--- config.mk ---
export PLATFORM = sky130hd
export DESIGN_NAME = sdram_arbit
export DESIGN_NICKNAME = d
export VERILOG_FILES = /design/src/rtl/sdram_pkg.sv /design/src/rtl/sdram_arbit.sv
export SDC_FILE = /design/constraint.sdc
export NUM_CORES = 1
export LEC_CHECK = 0
export ABC_AREA = 0
export CORE_MARGIN = 2
export CORE_UTILIZATION = 26
export CTS_CLUSTER_DIAMETER = 30
export CTS_CLUSTER_SIZE = 14
export DETAILED_ROUTE_END_ITERATION = 8
export GPL_ROUTABILITY_DRIVEN = 0
export MAX_ROUTING_LAYER = met4
export PLACE_DENSITY = 0.86
export SLEW_MARGIN = 20
export SYNTH_ARGS = -nofsm -noshare
export SYNTH_HDL_FRONTEND = slang
export SYNTH_SLANG_ARGS = --single-unit
export TNS_END_PERCENT = 5
--- constraint.sdc ---
create_clock -name clk -period 2.17 [get_ports clk]
set_clock_uncertainty 0.15 [all_clocks]
set_input_delay 0.3255 -clock clk [delete_from_list [all_inputs] [get_ports clk]]
set_output_delay 0.3255 -clock clk [all_outputs]
set_load 0.05 [all_outputs]
--- src/rtl/sdram_pkg.sv ---
// sdram_pkg: SDRAM command encodings, arbiter state encoding and idle bus constants.
package sdram_pkg;
    localparam logic [3:0] CMD_NOP  = 4'b0111;
    localparam logic [3:0] CMD_ACT  = 4'b0011;
    localparam logic [3:0] CMD_PREC = 4'b0010;
    localparam logic [3:0] CMD_WRI  = 4'b0100;
    localparam logic [3:0] CMD_READ = 4'b0101;
    localparam logic [3:0] CMD_AREF = 4'b0001;
    localparam logic [3:0] CMD_BUST = 4'b0110;
    localparam logic [3:0] CMD_MRS  = 4'b0000;

    typedef enum logic [2:0] {
        ST_INIT  = 3'd0,
        ST_ARBIT = 3'd1,
        ST_AREF  = 3'd2,
        ST_WRITE = 3'd3,
        ST_READ  = 3'd4
    } arb_state_e;

    localparam logic IDLE_BA_BIT   = 1'b1;
    localparam logic IDLE_ADDR_BIT = 1'b1;
endpackage

--- src/rtl/sdram_arbit.sv ---
// sdram_arbit: grants the SDRAM bus to init/refresh/write/read in turn and muxes the
// granted requester's command, address and write data onto the device pins.
module sdram_arbit
    import sdram_pkg::*;
#(
    parameter int DQ_W   = 16,
    parameter int ADDR_W = 13,
    parameter int BA_W   = 2
) (
    input  logic              clk,
    input  logic              rst,
    input  logic              init_end,
    input  logic [3:0]        init_cmd,
    input  logic [BA_W-1:0]   init_ba,
    input  logic [ADDR_W-1:0] init_addr,
    input  logic              aref_req,
    input  logic              aref_end,
    input  logic [3:0]        aref_cmd,
    input  logic [BA_W-1:0]   aref_ba,
    input  logic [ADDR_W-1:0] aref_addr,
    input  logic              wr_req,
    input  logic              wr_end,
    input  logic [3:0]        wr_cmd,
    input  logic [BA_W-1:0]   wr_ba,
    input  logic [ADDR_W-1:0] wr_addr,
    input  logic              wr_sdram_en,
    input  logic [DQ_W-1:0]   wr_sdram_data,
    input  logic              rd_req,
    input  logic              rd_end,
    input  logic [3:0]        rd_cmd,
    input  logic [BA_W-1:0]   rd_ba,
    input  logic [ADDR_W-1:0] rd_addr,
    output logic              aref_en,
    output logic              wr_en,
    output logic              rd_en,
    output logic              sdram_cke,
    output logic              sdram_cs_n,
    output logic              sdram_ras_n,
    output logic              sdram_cas_n,
    output logic              sdram_we_n,
    output logic [BA_W-1:0]   sdram_ba,
    output logic [ADDR_W-1:0] sdram_addr,
    output logic [DQ_W-1:0]   sdram_dq_out,
    output logic              sdram_dq_oe
);
    arb_state_e        state_q, state_d;
    logic              last_wr_q, last_wr_d;
    logic [3:0]        cmd;

    always_ff @(posedge clk) begin
        if (rst) begin
            state_q   <= ST_INIT;
            last_wr_q <= 1'b0;
        end else begin
            state_q   <= state_d;
            last_wr_q <= last_wr_d;
        end
    end

    // On wr/rd contention the side that did not go last wins.
    always_comb begin
        state_d    = state_q;
        last_wr_d  = last_wr_q;
        cmd        = CMD_NOP;
        sdram_ba   = {BA_W{IDLE_BA_BIT}};
        sdram_addr = {ADDR_W{IDLE_ADDR_BIT}};
        case (state_q)
            ST_INIT: begin
                state_d    = init_end ? ST_ARBIT : ST_INIT;
                cmd        = init_cmd;
                sdram_ba   = init_ba;
                sdram_addr = init_addr;
            end
            ST_ARBIT: begin
                state_d = aref_req          ? ST_AREF :
                          wr_req && rd_req  ? (last_wr_q ? ST_READ : ST_WRITE) :
                          wr_req            ? ST_WRITE :
                          rd_req            ? ST_READ : ST_ARBIT;
            end
            ST_AREF: begin
                state_d    = aref_end ? ST_ARBIT : ST_AREF;
                cmd        = aref_cmd;
                sdram_ba   = aref_ba;
                sdram_addr = aref_addr;
            end
            ST_WRITE: begin
                state_d    = wr_end ? ST_ARBIT : ST_WRITE;
                last_wr_d  = wr_end ? 1'b1 : last_wr_q;
                cmd        = wr_cmd;
                sdram_ba   = wr_ba;
                sdram_addr = wr_addr;
            end
            ST_READ: begin
                state_d    = rd_end ? ST_ARBIT : ST_READ;
                last_wr_d  = rd_end ? 1'b0 : last_wr_q;
                cmd        = rd_cmd;
                sdram_ba   = rd_ba;
                sdram_addr = rd_addr;
            end
            default: state_d = ST_INIT;
        endcase
    end

    assign {sdram_cs_n, sdram_ras_n, sdram_cas_n, sdram_we_n} = cmd;
    assign aref_en      = (state_q == ST_AREF);
    assign wr_en        = (state_q == ST_WRITE);
    assign rd_en        = (state_q == ST_READ);
    assign sdram_cke    = 1'b1;
    assign sdram_dq_oe  = wr_sdram_en && wr_en;
    assign sdram_dq_out = sdram_dq_oe ? wr_sdram_data : '0;
endmodule

==> flow_metrics.tcl <==
set metrics [dict create \
    min_period_ps 2028 \
    port_buffers 140 \
    yosysSeqAreaShare 0.07901 \
    synthTopCellsByCount "38 x mux2i_1, 18 x a22oi_1, 16 x and3_1" \
    synthDistinctLibCells 33 \
    cts_htree_levels 1 \
    antenna_found_initial 0 \
    post-route-period-util 0.9344 \
    cp_max_fo 19 \
    p_per_area_nw_per_um2 422.0 \
    place_hpwl_um 4002 \
    irDropWorstVdd_mv 0.3143 \
    grt_pass1_wl_um 7176 \
    grt_pass1_vias 1621 \
    worstPathRequired_ps 1690 \
    overflow 0 \
    yosys-top-cells-area "mux2i_1 38%, a22oi_1 13%, and3_1 9.9%" \
    ys_ff_latch 4 \
    vias 1537 \
    syn_area_um2 1013 \
    synth_warnings 0 \
    fmax_ghz 0.4932 \
    hold_violations 0 \
    cts_buffers 3 \
    maxCapViolCount 0 \
    die_h_um 66.44 \
    start_util 0.2727 \
    status "finished clean" \
    crit_arrival_ps 1550 \
    setup_violations 0 \
    hp-class "reg -> reg" \
    fin_ws_ps 142.4 \
    clkLatencyLatePin_ps 220 \
    dieArea_um2 4414 \
    cts_tree "yes" \
    clockRootBuffer "clkbuf_8" \
    drive_gt1_frac 0.2248 \
    end_kind "primary output" \
    grt_setup_unrepaired "no" \
    crit_path_max_incr_delay_ps 390 \
    ctsLongestPathBuffers 2 \
    synth_edf_count 0 \
    path_cells "buf_4 > mux2i_1 > a22oi_1 > buf_12" \
    row_count 22 \
    chipWidth_um 66.44 \
    nNetsFinal 362 \
    drt_iter0_drc 50 \
    syn_nets 222 \
    grt_usage 0.2168 \
    synth.largest_area_cell "mux2i_1" \
    final_max_slew_viol_count 0 \
    wl_per_cell_um 15.34 \
    area_delta_synth_final_pct 183.6 \
    cts.sinks 4 \
    synthArstFlopShare 0 \
    final.setup.tns_ps 0 \
    syn_inst 120 \
    clkTransAtPathRegs_ps 30 \
    synth_top_area_frac 0.3753 \
    dr.pass1.iters 4 \
    diodes 0 \
    startpoint_type "flip-flop" \
    cp_slowest_cell "dfxtp_1" \
    routed_wl_um 4693 \
    avgViaCountPerCell 5.023 \
    synth.most_common_cell "mux2i_1" \
    ant_nets 0 \
    pre_cts_ws_ps 182.4 \
    drc 0 \
    design.portCount 142 \
    core_um2 3716 \
    fill_cells 231 \
    path_class "reg -> out" \
    power_mw 1.213 \
    syn_avg_cell_area_um2 8.446 \
    grt_start_max_net_pins 21 \
    power_leakage_nw 1.157 \
    synth_ff_type "dfxtp_1" \
]
-- worst max-delay path: cells and delay by family, from the launching register on --
| family | cells | cell delay (ps) |
|---|---|---|
| AOI/OAI and AO/OA | 1 | 310 |
| buffers and inverters | 2 | 490 |
| DFF | 1 | 390 |
| muxes | 1 | 130 |
-- cells by family after synthesis --
kind of cell,Yosys count,share of synthesized area
AO/OA/AOI/OAI,30,0.2197
other,1,0.003700
multiplexers,38,0.3753
AND/OR/NAND/NOR,32,0.2173
buffers and inverters,15,0.1049
flip-flops,4,0.07902
-- layout by cell type, fill, tap and decap left out, types with 2 or more instances in the layout --
master / netlist / routed
a22oi_1: 18 / 18
buf_4: 3 / 8
nor2_1: 2 / 2
nor3_1: 2 / 2
o21a_1: 2 / 2
and2_1: 2 / 2
and3_1: 16 / 16
mux2i_1: 38 / 38
o21ai_0: 3 / 2
buf_12: 0 / 39
a21oi_1: 2 / 2
nor2_4: 1 / 2
clkdlybuf4s50_1: 0 / 101
dfxtp_1: 4 / 3
clkbuf_8: 0 / 3
-- stage by stage --
stage	util	std cells	hold slack, ps	instance area, um^2
after global routing	0.7734	306	445.7	2874
after CTS	0.7731	306	430.0	2873
final	0.7734	306	435.2	2874
after floorplan	-	120	244.4	1013
after detailed placement	0.7606	303	422.8	2826
after global placement	0.7606	303	392.7	2826
-- state kept, by name, summed over array words and instances, names as in the netlist --
signal,count
last_wr_q,1
state_q,3
-- final cells by class --
type | instances | area, um^2 | area share
inverter | 2 | 7.507 | 0.002612
timing repair buffer | 148 | 1852 | 0.6443
sequential | 4 | 81.33 | 0.02830
tap | 48 | 60.06 | 0.02090
multi-input combinational | 101 | 832.0 | 0.2895
clock buffer | 3 | 41.29 | 0.01437
-- power by group --
group / internal (mW) / switching [mW] / leakage, nW / total (mW)
Sequential: 0.0800 / 0.00936 / 0.0331 / 0.0893
Clock: 0.118 / 0.0382 / 0.0216 / 0.156
Combinational: 0.506 / 0.461 / 1.10 / 0.967
-- repair_timing --
action / in CTS / in global routing
hold buffers: 0 / 0
buffers inserted: 0 / 0
gates resized for setup: 1 / 1
setup endpoints to repair: 18 / 7
pin swaps: 0 / 0
-- routing by layer --
| layer | GRT usage | wire length [um] | vias to the layer above |
|---|---|---|---|
| met5 | - | 0 | - |
| met4 | 0.09184 | 110 | 0 |
| met3 | 0.05622 | 507 | 13 |
| met2 | 0.3863 | 2304 | 111 |
| met1 | 0.2247 | 1770 | 672 |
| li1 | - | - | 741 |
-- path summary, 6_finish.rpt --
check                  start          end  slack (ps)  cells past startpoint
hold / removal     last_wr_q    last_wr_q         440                      2
hold reg to reg    last_wr_q    last_wr_q         440                      2
setup reg to reg  state_q[0]   state_q[1]         580                      4
setup / recovery  state_q[0]  sdram_ba[1]         140                      4
Note: power is estimated with default switching activity, not from simulation.
